===== config.mk =====
export PLATFORM = sky130hd
export DESIGN_NAME = clock_group_reset_sequencer
export DESIGN_NICKNAME = d
export VERILOG_FILES = /design/src/rtl/clock_group_reset_sequencer.sv
export SDC_FILE = /design/constraint.sdc
export NUM_CORES = 1
export LEC_CHECK = 0
export ABC_CLOCK_PERIOD_IN_PS = 5500
export CORE_MARGIN = 8
export CORE_UTILIZATION = 56
export DETAILED_ROUTE_END_ITERATION = 7
export MAX_ROUTING_LAYER = met4
export PLACE_DENSITY = 0.83
export REMOVE_ABC_BUFFERS = 1
export SYNTH_ARGS = -nofsm -noshare
export SYNTH_HDL_FRONTEND = slang
export SYNTH_SLANG_ARGS = --single-unit
export TNS_END_PERCENT = 30

===== constraint.sdc =====
create_clock -name clock -period 5.5 [get_ports clock]
set_input_delay 1.1 -clock clock [delete_from_list [all_inputs] [get_ports clock]]
set_output_delay 1.1 -clock clock [all_outputs]
set_load 0.02 [all_outputs]

===== src/rtl/clock_group_reset_sequencer.sv =====
// Clock group reset sequencer: fans the input clock out to seven members and releases their
// resets one at a time after a hold period. Software re-sequence is enabled by RESET_SEQ_SW_REQ_EN.
module clock_group_reset_sequencer #(
  parameter int HOLD_CYCLES    = 16,
  parameter int STAGGER_CYCLES = 4
) (
  input  logic       clock,
  input  logic       reset,
`ifdef RESET_SEQ_SW_REQ_EN
  input  logic       sw_reset_req,
  output logic       sw_reset_ack,
`endif
  output logic       seq_done,
  output logic [1:0] seq_state,
  output logic       auto_out_member_allClocks_implicit_clock_clock,
  output logic       auto_out_member_allClocks_implicit_clock_reset,
  output logic       auto_out_member_allClocks_subsystem_sbus_0_clock,
  output logic       auto_out_member_allClocks_subsystem_sbus_0_reset,
  output logic       auto_out_member_allClocks_subsystem_sbus_1_clock,
  output logic       auto_out_member_allClocks_subsystem_sbus_1_reset,
  output logic       auto_out_member_allClocks_subsystem_mbus_clock,
  output logic       auto_out_member_allClocks_subsystem_mbus_reset,
  output logic       auto_out_member_allClocks_subsystem_fbus_clock,
  output logic       auto_out_member_allClocks_subsystem_fbus_reset,
  output logic       auto_out_member_allClocks_subsystem_cbus_clock,
  output logic       auto_out_member_allClocks_subsystem_cbus_reset,
  output logic       auto_out_member_allClocks_subsystem_pbus_clock,
  output logic       auto_out_member_allClocks_subsystem_pbus_reset
);

  localparam int MAX_CYCLES = (HOLD_CYCLES > STAGGER_CYCLES) ? HOLD_CYCLES : STAGGER_CYCLES;
  localparam int CW = $clog2(MAX_CYCLES + 1);
  localparam logic [CW-1:0] HOLD_LAST    = CW'(HOLD_CYCLES - 1);
  localparam logic [CW-1:0] STAGGER_LAST = CW'(STAGGER_CYCLES - 1);

  typedef enum logic [1:0] {
    ST_HOLD    = 2'd0,
    ST_RELEASE = 2'd1,
    ST_RUN     = 2'd2
  } seqState_e;

  logic [1:0]    rstSync_r;
  seqState_e     state_r;
  logic [CW-1:0] cnt_r;
  logic [2:0]    idx_r;
  logic [6:0]    memberRst_r;
  logic          seqDone_r;
`ifdef RESET_SEQ_SW_REQ_EN
  logic          swAck_r;
  logic          swPending_r;
`endif

  // Two-flop reset synchronizer: asynchronous assertion, synchronous release
  always_ff @(posedge clock or negedge reset) begin
    if (!reset) begin
      rstSync_r <= 2'b00;
    end else begin
      rstSync_r <= {rstSync_r[0], 1'b1};
    end
  end

  // Sequencing FSM; the FSM stays parked until the synchronized release is seen
  always_ff @(posedge clock or negedge reset) begin
    if (!reset) begin
      state_r     <= ST_HOLD;
      cnt_r       <= '0;
      idx_r       <= 3'd0;
      memberRst_r <= 7'h7F;
      seqDone_r   <= 1'b0;
`ifdef RESET_SEQ_SW_REQ_EN
      swAck_r     <= 1'b0;
      swPending_r <= 1'b0;
`endif
    end else if (!rstSync_r[1]) begin
      state_r     <= ST_HOLD;
      cnt_r       <= '0;
      idx_r       <= 3'd0;
      memberRst_r <= 7'h7F;
      seqDone_r   <= 1'b0;
`ifdef RESET_SEQ_SW_REQ_EN
      swAck_r     <= 1'b0;
      swPending_r <= 1'b0;
`endif
    end else begin
`ifdef RESET_SEQ_SW_REQ_EN
      if (swAck_r && !sw_reset_req) begin
        swAck_r <= 1'b0;
      end
`endif
      case (state_r)
        ST_HOLD: begin
          if (cnt_r == HOLD_LAST) begin
            memberRst_r[0] <= 1'b0;
            cnt_r          <= '0;
            idx_r          <= 3'd1;
            state_r        <= ST_RELEASE;
          end else begin
            cnt_r <= cnt_r + 1'b1;
          end
        end
        ST_RELEASE: begin
          if (cnt_r == STAGGER_LAST) begin
            memberRst_r <= memberRst_r & ~(7'd1 << idx_r);
            cnt_r       <= '0;
            idx_r       <= idx_r + 3'd1;
            if (idx_r == 3'd6) begin
              state_r   <= ST_RUN;
              seqDone_r <= 1'b1;
`ifdef RESET_SEQ_SW_REQ_EN
              if (swPending_r) begin
                swAck_r     <= 1'b1;
                swPending_r <= 1'b0;
              end
`endif
            end
          end else begin
            cnt_r <= cnt_r + 1'b1;
          end
        end
        ST_RUN: begin
`ifdef RESET_SEQ_SW_REQ_EN
          // A new request is honoured only once the previous handshake has fully closed
          if (sw_reset_req && !swAck_r) begin
            state_r     <= ST_HOLD;
            cnt_r       <= '0;
            idx_r       <= 3'd0;
            memberRst_r <= 7'h7F;
            seqDone_r   <= 1'b0;
            swPending_r <= 1'b1;
          end else begin
            state_r <= ST_RUN;
          end
`else
          state_r <= ST_RUN;
`endif
        end
        default: begin
          state_r     <= ST_HOLD;
          cnt_r       <= '0;
          idx_r       <= 3'd0;
          memberRst_r <= 7'h7F;
          seqDone_r   <= 1'b0;
        end
      endcase
    end
  end

  assign seq_done  = seqDone_r;
  assign seq_state = state_r;
`ifdef RESET_SEQ_SW_REQ_EN
  assign sw_reset_ack = swAck_r;
`endif

  assign auto_out_member_allClocks_implicit_clock_clock   = clock;
  assign auto_out_member_allClocks_subsystem_sbus_0_clock = clock;
  assign auto_out_member_allClocks_subsystem_sbus_1_clock = clock;
  assign auto_out_member_allClocks_subsystem_mbus_clock   = clock;
  assign auto_out_member_allClocks_subsystem_fbus_clock   = clock;
  assign auto_out_member_allClocks_subsystem_cbus_clock   = clock;
  assign auto_out_member_allClocks_subsystem_pbus_clock   = clock;

  assign auto_out_member_allClocks_implicit_clock_reset   = memberRst_r[0];
  assign auto_out_member_allClocks_subsystem_sbus_0_reset = memberRst_r[1];
  assign auto_out_member_allClocks_subsystem_sbus_1_reset = memberRst_r[2];
  assign auto_out_member_allClocks_subsystem_mbus_reset   = memberRst_r[3];
  assign auto_out_member_allClocks_subsystem_fbus_reset   = memberRst_r[4];
  assign auto_out_member_allClocks_subsystem_cbus_reset   = memberRst_r[5];
  assign auto_out_member_allClocks_subsystem_pbus_reset   = memberRst_r[6];

endmodule


After elaboration in Yosys (flattened, before gate mapping)
Cells that the tools add are included.
- add/subtract/negate cells: 2
- eq/ne operators: 10
- shifts and indexed selects: 1
- mux-type cells: 22
- bitwise logic cells: 2
- reductions and logical operators: 6
- operators by type and width (operator ; count):
    $mux 5 ; 3
    $pmux 5 s3 ; 1
    $mux 7 ; 2
    $pmux 6 s2 ; 1
    $mux 3 ; 3
    $ne 3x3->1 const B ; 3
    $pmux 3 s3 ; 1
    $reduce_and 3->1 ; 3
    $mux 2 ; 4
    $and 7x7->7 ; 1
    $not 7->7 ; 1
    $shl 1x3->7 const A ; 1
    $pmux 2 s3 ; 1
    $add 5x1->5 const B ; 1
    $eq 5x2->1 const B ; 1
    $eq 5x4->1 const B ; 1
    $mux 1 ; 4
    $ne 2x2->1 const B ; 2
    $add 3x1->3 const B ; 1
    $eq 3x3->1 const B ; 1
    $pmux 1 s3 ; 1
    $eq 2x1->1 const B ; 1
    $eq 2x2->1 const B ; 1
    $logic_not 2->1 ; 1
    other kinds (3) ; 3
- flip-flop bits (word level): 20
- input port bits: 2
- output and inout port bits: 17
- word-level logic and storage cells: 50

Logic depth before layout (Yosys ltp)
Gate-level depths: netlist of run 1.
- depth after elaboration: 6
- depth in mapped cells: 8
- gate-level depth less buffers: 8

==> results.json, run 1 <==
{
  "synthSimpleGateAreaFrac_pct": 14.8,
  "r2r_slack_ns": 3.48,
  "drive_gt1_share_pct": 14.5,
  "cpMaxStageDelayCell": "clkdlybuf4s50_1",
  "ys_seq_area_share_pct": 43.7,
  "cp-end-kind": "output pin",
  "grt.met2_usage_pct": 22.0,
  "crit_family": "buffers and inverters",
  "pwr-share-comb_pct": 2.4,
  "cp_num_buf_inv": 3,
  "cts_resized": 0,
  "avgSynthCellArea_um2": 10.1,
  "post_drt_wl_per_cell_um": 13.8,
  "grt_pass1_vias": 981,
  "synth_mux_area_share_pct": 1.72,
  "ys_ff_latch": 20,
  "synth_edf_count": 0,
  "top_usage_layer": "met2",
  "port_buffers": 18,
  "drt-initial-drc-count": 22,
  "grt_usage_pct": 14.9,
  "path_clk_slew_ns": 0.10,
  "ir_worst_vdd_uv": 493,
  "final-setup-viol-count": 0,
  "grt_pass1_wl_um": 3970,
  "grt_max_degree": 21,
  "p_int_uw": 307,
  "die_h_um": 61.6,
  "core_area_mm2": 0.00196,
  "yosys_warnings": 0,
  "synth_compound_area_share_pct": 16.9,
  "rr_startpoint": "cnt_r[0]",
  "path_depth": 3,
  "dieArea_mm2": 0.00380,
  "n_antenna_cell": 0,
  "swShare_pct": 35.0,
  "start_util_pct": 59.4,
  "antenna_found_initial": 0,
  "postCtsSetupBuffers": 0,
  "rows": 16,
  "switching_power_uw": 165,
  "p_leak_nw": 0.558,
  "synthTopCellsByArea": "dfrtp_1 28%, dfstp_2 16%, ha_1 13%",
  "cpPeakStageDelay_ns": 0.54,
  "synth_top_family_by_area": "compound AO/OA/AOI/OAI gates",
  "synth_cell_type_count": 33,
  "hold_class": "flip-flop to flip-flop",
  "drv_slew": 0,
  "clock_latency_ns": 0.41,
  "max_slew.worst_pin.slew_ns": 0.877,
  "synth_top_cell_by_area": "dfrtp_1",
  "gr-usage-met1_pct": 14.3,
  "path_cells": "clkbuf_4, clkbuf_4, clkdlybuf4s50_1",
  "crit_path_start_kind": "clock port",
  "async_flop_share_pct": 100,
  "routed_via_density": 5.42,
  "place_congestion": 0.811,
  "r2r_end": "cnt_r[3]",
  "drtPass1Iterations": 5,
  "worst_clock_skew_ns": 0.0151,
  "synth.most_common_cell": "dfrtp_1",
  "cap_violations": 0,
  "hold_buffers": 0,
  "reg2reg_depth": 8,
  "vias": 856,
  "dp_hpwl_um": 1580,
  "crit_path_end": "auto_out_member_allClocks_subsystem_pbus_clock",
  "pwr-share-seq_pct": 32.4,
  "clkPwrFrac_pct": 65.2,
  "finalPower_uw": 472,
  "ant_nets": 0,
  "yosysTopAreaCellShare_pct": 27.9,
  "synth-xor-area-share_pct": 0,
  "power_density_mw_per_mm2": 346,
  "syn-cell-area_mm2": 0.00116,
  "startpoint": "clock",
  "critical_path_required_ns": 4.40,
  "wirelength_um": 2170,
  "synthCells": 115,
  "tritoncts": "yes",
  "rsz0062_at_grt": "no",
  "cp_common_cell": "clkbuf_4",
  "relSlewSlack_pct": 41.3,
  "met3_usage_pct": 6.68,
  "holdPathStages": 0,
  "crit_arrival_ns": 3.55,
  "drc": 0,
  "grt-ovfl-total": 0,
  "worstPathMaxFanout": 4,
  "hp-start": "rstSync_r[0]",
  "die-width_um": 61.6,
  "fin_nets": 145,
  "crit_type": "clock port to output pin",
  "area_growth_pct": 17.2,
  "synth-main-ff-cell": "dfrtp_1",
  "synthTopCellsByCount": "13 x dfrtp_1, 12 x ha_1, 10 x inv_1",
  "synthAdderAreaFrac_pct": 12.9,
  "hold_viol": 0,
  "ioPinCount": 19,
  "status": "finished, final reports clean",
  "setup_tns_ns": 0
}
[how the worst min path moves through the flow]
stage	slack (ns)	end
floorplan	0.33	rstSync_r[1]
global placement	0.34	rstSync_r[1]
detailed placement	0.35	rstSync_r[1]
CTS	0.37	rstSync_r[1]
global route	0.38	rstSync_r[1]
finish	0.37	rstSync_r[1]
[cells by family (layout without fill, tap and decap cells)]
logic type	count (synthesis)	after routing
adder cells (fa/ha/maj)	12	12
multiplexers	2	2
flip-flops	20	20
AND/OR/NAND/NOR	32	32
other	1	1
buffers and inverters	21	37
AO/OA/AOI/OAI	27	27
[per-layer routing]
layer	share of wire, %	wire length, um	vias to the layer above
met5	0	0	-
met4	1.7	37	0
met3	6.9	150	5
met2	48	1030	18
met1	44	951	414
li1	-	-	419
[power by group through the flow]
stage	logic, mW	registers [mW]	clock network [mW]
finish	0.0111	0.153	0.308
global route	0.0131	0.154	0.331
CTS	0.0113	0.153	0.317
detailed placement	0.0113	0.156	0.171
global placement	0.0109	0.156	0.171
floorplan	0.00639	0.155	0
[area by class of cell]
type | instances | area, um2
Tap cell | 27 | 33.8
Multi-Input combinational cell | 74 | 543
Inverter | 10 | 37.5
Sequential cell | 20 | 509
Fill cell | 166 | 597
Timing Repair Buffer | 11 | 110
Clock buffer | 16 | 131
[stage by stage]
stage / setup WS, ns / cell area [um2] / util, % / cells / hold WS [ns]
4_1_cts: 0.843 / 1370 / 69.6 / 158 / 0.373
2_1_floorplan: 1.65 / 1090 / - / 104 / 0.331
6_report: 0.853 / 1370 / 69.6 / 158 / 0.367
3_5_place_dp: 1.14 / 1300 / 66.5 / 149 / 0.349
5_1_grt: 0.815 / 1370 / 69.6 / 158 / 0.378
3_3_place_gp: 1.14 / 1300 / 66.5 / 149 / 0.337
[layout by cell type (no fill, tap or decap), types with 2 or more instances in the layout]
cell type,n
nand3_1,7
ha_1,12
o21ai_1,3
dfstp_2,7
dfrtp_1,13
clkbuf_4,7
nand2_1,9
nor2_1,2
o21ai_0,4
o31ai_1,2
a21o_1,7
nand3b_1,4
nor4_1,2
mux2i_1,2
a21boi_0,2
nor3_1,2
inv_1,10
clkdlybuf4s50_1,18
a21oi_1,4
[registers in the layout, indices dropped and copies added (netlist names)]
signal	count
seq_state	2
idx_r	3
seq_done	1
rstSync_r	2
memberRst_r	7
cnt_r	5
[worst register-to-register path, cell delays in order (launching register included)]
cell	delay, ns
dfrtp_1	0.43
ha_1	0.25
nand3_1	0.12
inv_1	0.05
ha_1	0.18
nor2b_1	0.40
nor2_1	0.10
nor4_1	0.27
o21a_1	0.17
Note: power is estimated with default switching activity, not from simulation.
==> inputs of run 2 (changes only) <==
--- a/config.mk
+++ b/config.mk
@@ -5,12 +5,12 @@
 export SDC_FILE = /design/constraint.sdc
 export NUM_CORES = 1
 export LEC_CHECK = 0
-export ABC_CLOCK_PERIOD_IN_PS = 5500
+export ABC_CLOCK_PERIOD_IN_PS = 4600
 export CORE_MARGIN = 8
-export CORE_UTILIZATION = 56
+export CORE_UTILIZATION = 52
 export DETAILED_ROUTE_END_ITERATION = 7
 export MAX_ROUTING_LAYER = met4
-export PLACE_DENSITY = 0.83
+export PLACE_DENSITY = 0.78
 export REMOVE_ABC_BUFFERS = 1
 export SYNTH_ARGS = -nofsm -noshare
 export SYNTH_HDL_FRONTEND = slang
==> constraint.sdc (replaced) <==
create_clock -name clock -period 4.6 [get_ports clock]
set_input_delay 0.92 -clock clock [delete_from_list [all_inputs] [get_ports clock]]
set_output_delay 0.92 -clock clock [all_outputs]
set_load 0.02 [all_outputs]
==> run 2 against run 1 <==
  * Routed wire length down 0.69%
  * Setup slack got worse by 0.27 ns
  * Clock power grew 39%
  * Clock-buffer cell count decreased by 1
  * Global-route usage decreased by 2.7 points
  * Critical path type unchanged
  * Largest power group unchanged
==> results.json, run 2 (same netlist as run 1, synthesis figures left out) <==
{
  "fin_nets": 145,
  "cp-end-kind": "output pin",
  "relSlewSlack_pct": 39.7,
  "swShare_pct": 32.6,
  "postCtsSetupBuffers": 0,
  "die_h_um": 63.3,
  "start_util_pct": 53.7,
  "fin_cells": 159,
  "placed_area_mm2": 0.00131,
  "drtPass1Iterations": 4,
  "rows": 17,
  "cpPeakStageDelay_ns": 0.54,
  "area_growth_pct": 19.5,
  "grt_pass1_wl_um": 3890,
  "wirelength_um": 2160,
  "pwr-share-comb_pct": 2.2,
  "critical_path_required_ns": 3.68,
  "crit_arrival_ns": 3.10,
  "p_int_uw": 421,
  "hold_class": "flip-flop to flip-flop",
  "clock_latency_ns": 0.42,
  "p_leak_nw": 0.571,
  "antenna_found_initial": 0,
  "final-setup-viol-count": 0,
  "finalPower_uw": 625,
  "crit_path_start_kind": "clock port",
  "worst_clock_skew_ns": 0.0138,
  "wl_met3_um": 183,
  "cts_resized": 0,
  "cpMaxStageDelayCell": "clkdlybuf4s50_1",
  "port_buffers": 18,
  "post_drt_wl_per_cell_um": 13.6,
  "final_common_cell": "clkdlybuf4s50_1",
  "wl_met1_um": 950,
  "routed_via_density": 5.53,
  "hold_viol": 0,
  "place_congestion": 0.840,
  "dp_cells": 150,
  "drv_slew": 0,
  "ant_nets": 0,
  "crit_type": "clock port to output pin",
  "ioPinCount": 19,
  "core_area_mm2": 0.00217,
  "wl_met2_um": 983,
  "drive_gt1_share_pct": 15.3,
  "vias": 880,
  "setup_tns_ns": 0,
  "path_clk_slew_ns": 0.13,
  "grt_max_degree": 21,
  "dp_hpwl_um": 1550,
  "ir_worst_vdd_uv": 665,
  "power_density_mw_per_mm2": 449,
  "regMostFlops": "memberRst_r",
  "n_antenna_cell": 0,
  "grt_usage_pct": 12.2,
  "pwr-share-seq_pct": 29.3,
  "cap_violations": 0,
  "stdcell_area_mm2": 0.00139,
  "routed.top_layer": "met4",
  "final_cell_mix": "18 x clkdlybuf4s50_1, 13 x dfrtp_1, 12 x ha_1",
  "path_cells": "clkbuf_4, clkbuf_4, clkdlybuf4s50_1",
  "grt-ovfl-total": 0,
  "status": "finished, final reports clean",
  "clkPwrFrac_pct": 68.5,
  "r2r_slack_ns": 2.60,
  "switching_power_uw": 204,
  "die-width_um": 63.3,
  "tritoncts": "yes",
  "dieArea_mm2": 0.00401,
  "finish.utilization_pct": 64.2,
  "drc": 0,
  "max_slew.worst_pin.slew_ns": 0.901,
  "hold_buffers": 0,
  "largest_register_ff_count": 7,
  "largestRegisters": "memberRst_r: 7 flops, cnt_r: 5 flops, idx_r: 3 flops",
  "drt-initial-drc-count": 19,
  "grt_pass1_vias": 959,
  "rsz0062_at_grt": "no",
  "cp_common_cell": "clkbuf_4",
  "worstPathMaxFanout": 4
}
run 2: cell count changes in the layout (fill, tap and decap cells not counted):
cell       change
clkbuf_1       -1
bufinv_16      +1
run 2: worst paths after layout:
kind,from,endpoint,cells past startpoint
min reg2reg,rstSync_r[0],rstSync_r[1],0
min,rstSync_r[0],rstSync_r[1],0
min in group asynchronous,reset,idx_r[2],1
max in group asynchronous,reset,cnt_r[1],1
max reg2reg,cnt_r[0],cnt_r[3],8
max,clock,auto_out_member_allClocks_subsystem_fbus_clock,3
run 2: stage by stage:
stage | hold WS, ns | setup slack, ns
after floorplan | 0.331 | 1.38
after global placement | 0.342 | 0.872
after detailed placement | 0.340 | 0.872
after CTS | 0.371 | 0.557
after global routing | 0.377 | 0.547
final | 0.367 | 0.580
run 2: cell type report:
class	instances	area, um2
clock buffer	15	128
clock inverter	1	30.0
fill	185	777
inverter	10	37.5
multi-input combinational	74	543
sequential	20	509
tap	28	35.0
timing repair buffer	11	110
run 2: power groups by stage:
stage	Sequential (mW)	Combinational (mW)	Clock (mW)
floorplan	0.185	0.00764	0
global placement	0.186	0.0130	0.204
detailed placement	0.186	0.0138	0.204
CTS	0.183	0.0140	0.442
global route	0.184	0.0164	0.454
finish	0.183	0.0136	0.428
run 2: metal layers:
metal,up-vias,GRT usage (%)
li1,420,-
met1,430,13.4
met2,21,17.2
met3,9,5.12
met4,0,9.19
met5,-,-
run 2: critical path, delay by kind of cell:
family	cells	cell delay, ns
buffers and inverters	3	0.80
==> inputs of run 3 (changes only) <==
--- a/config.mk
+++ b/config.mk
@@ -9,9 +9,9 @@
 export CORE_MARGIN = 8
 export CORE_UTILIZATION = 52
 export DETAILED_ROUTE_END_ITERATION = 7
-export MAX_ROUTING_LAYER = met4
 export PLACE_DENSITY = 0.78
 export REMOVE_ABC_BUFFERS = 1
+export SKIP_LAST_GASP = 1
 export SYNTH_ARGS = -nofsm -noshare
 export SYNTH_HDL_FRONTEND = slang
 export SYNTH_SLANG_ARGS = --single-unit
==> run 3 against run 2 <==
  * Via count fell by 0.23%
  * Combinational power about the same
  * Flip-flop and latch count stayed put
  * Die area is the same
  * Routed wire length stayed put
  * Clock power is essentially flat
  * Clock-buffer cell count unchanged
  * Clock skew grew 0.0012 ns
  * Cell area stayed put
  * Worst hold slack hardly changed
  * Largest power group unchanged
==> results.json, run 3 (same netlist as run 1, synthesis figures left out) <==
{
  "grt_usage_pct": 11.9,
  "cap_violations": 0,
  "top_usage_layer": "met2",
  "relSlewSlack_pct": 39.8,
  "drc": 0,
  "die_h_um": 63.3,
  "final_common_cell": "clkdlybuf4s50_1",
  "die-width_um": 63.3,
  "regMostFlops": "memberRst_r",
  "cts_resized": 0,
  "crit_arrival_ns": 3.10,
  "cp-end-kind": "output pin",
  "min_to": "rstSync_r[1]",
  "grt.met2_usage_pct": 17.2,
  "setup_tns_ns": 0,
  "grt_pass1_wl_um": 3890,
  "max_slew.worst_pin.slew_ns": 0.900,
  "worstPathMaxFanout": 4,
  "fin_nets": 145,
  "area_growth_pct": 19.5,
  "rr_startpoint": "cnt_r[0]",
  "grt_max_degree": 21,
  "routed_via_density": 5.52,
  "hold_buffers": 0,
  "cpPeakStageDelay_ns": 0.54,
  "hold_class": "flip-flop to flip-flop",
  "core_area_mm2": 0.00217,
  "cp_common_cell": "clkbuf_4",
  "ant_nets": 0,
  "largestRegisters": "memberRst_r: 7 flops, cnt_r: 5 flops, idx_r: 3 flops",
  "drv_slew": 0,
  "n_antenna_cell": 0,
  "rsz0062_at_grt": "no",
  "r2r_slack_ns": 2.60,
  "path_cells": "clkbuf_4, clkbuf_4, clkdlybuf4s50_1",
  "vias": 878,
  "crit_family": "buffers and inverters",
  "path_clk_slew_ns": 0.13,
  "antenna_found_initial": 0,
  "place_congestion": 0.827,
  "multi_input_area_um2": 543,
  "power_density_mw_per_mm2": 449,
  "drt-initial-drc-count": 22,
  "nFillCells": 185,
  "ioPinCount": 19,
  "critical_path_required_ns": 3.68,
  "crit_type": "clock port to output pin",
  "drive_gt1_share_pct": 15.3,
  "tritoncts": "yes",
  "grt-ovfl-total": 0,
  "gr-usage-met1_pct": 13.4,
  "drtPass1Iterations": 4,
  "grt_pass1_vias": 959,
  "holdPathStages": 0,
  "wirelength_um": 2160,
  "start_util_pct": 53.7,
  "r2r_end": "cnt_r[3]",
  "cp_num_buf_inv": 3,
  "status": "finished, final reports clean",
  "largest_register_ff_count": 7,
  "port_buffers": 18,
  "final-setup-viol-count": 0,
  "rows": 17,
  "met3_usage_pct": 5.12,
  "post_drt_wl_per_cell_um": 13.6,
  "finish.utilization_pct": 64.2,
  "hold_viol": 0,
  "reg2reg_depth": 8,
  "crit_path_start_kind": "clock port",
  "final_cell_mix": "18 x clkdlybuf4s50_1, 13 x dfrtp_1, 12 x ha_1",
  "dieArea_mm2": 0.00401,
  "hp-start": "rstSync_r[0]",
  "clock_latency_ns": 0.42,
  "dp_hpwl_um": 1550,
  "cpMaxStageDelayCell": "clkdlybuf4s50_1",
  "postCtsSetupBuffers": 0,
  "p_leak_nw": 0.571,
  "regArea_um2": 509,
  "worst_clock_skew_ns": 0.0150,
  "ir_worst_vdd_uv": 665
}
run 3: worst max-delay path by stage:
stage               startpoint                                          endpoint  slack (ns)  cells past startpoint
floorplan                clock    auto_out_member_allClocks_implicit_clock_clock        1.38                      0
global placement         clock    auto_out_member_allClocks_implicit_clock_clock        0.87                      1
detailed placement       clock    auto_out_member_allClocks_implicit_clock_clock        0.87                      1
CTS                      clock    auto_out_member_allClocks_subsystem_fbus_clock        0.56                      3
global route             clock  auto_out_member_allClocks_subsystem_sbus_0_clock        0.55                      3
finish                   clock    auto_out_member_allClocks_subsystem_fbus_clock        0.58                      3
run 3: routing by layer:
metal / vias up / wire, um
met5: - / 0
met4: 0 / 40
met3: 9 / 183
met2: 21 / 984
met1: 428 / 949
li1: 420 / -
run 3: report_power, final:
group | internal [mW] | switching [mW] | total, mW
Sequential | 0.179 | 0.00402 | 0.183
Combinational | 0.00491 | 0.00868 | 0.0136
Clock | 0.237 | 0.191 | 0.428
Total | 0.421 | 0.204 | 0.625
run 3: layout make-up:
class | count | area share (%)
Clock buffer | 15 | 9.16
Clock inverter | 1 | 2.16
Inverter | 10 | 2.70
Multi-Input combinational cell | 74 | 39.0
Sequential cell | 20 | 36.6
Tap cell | 28 | 2.52
Timing Repair Buffer | 11 | 7.91
run 3: through the flow:
stage	area (um2)	hold WS, ns	worst slack (ns)	instances	power [mW]
after floorplan	1090	0.331	1.38	104	0.193
after global routing	1390	0.377	0.547	159	0.654
after detailed placement	1310	0.340	0.872	150	0.404
final	1390	0.368	0.580	159	0.625
after CTS	1390	0.371	0.557	159	0.639
after global placement	1310	0.342	0.872	150	0.403
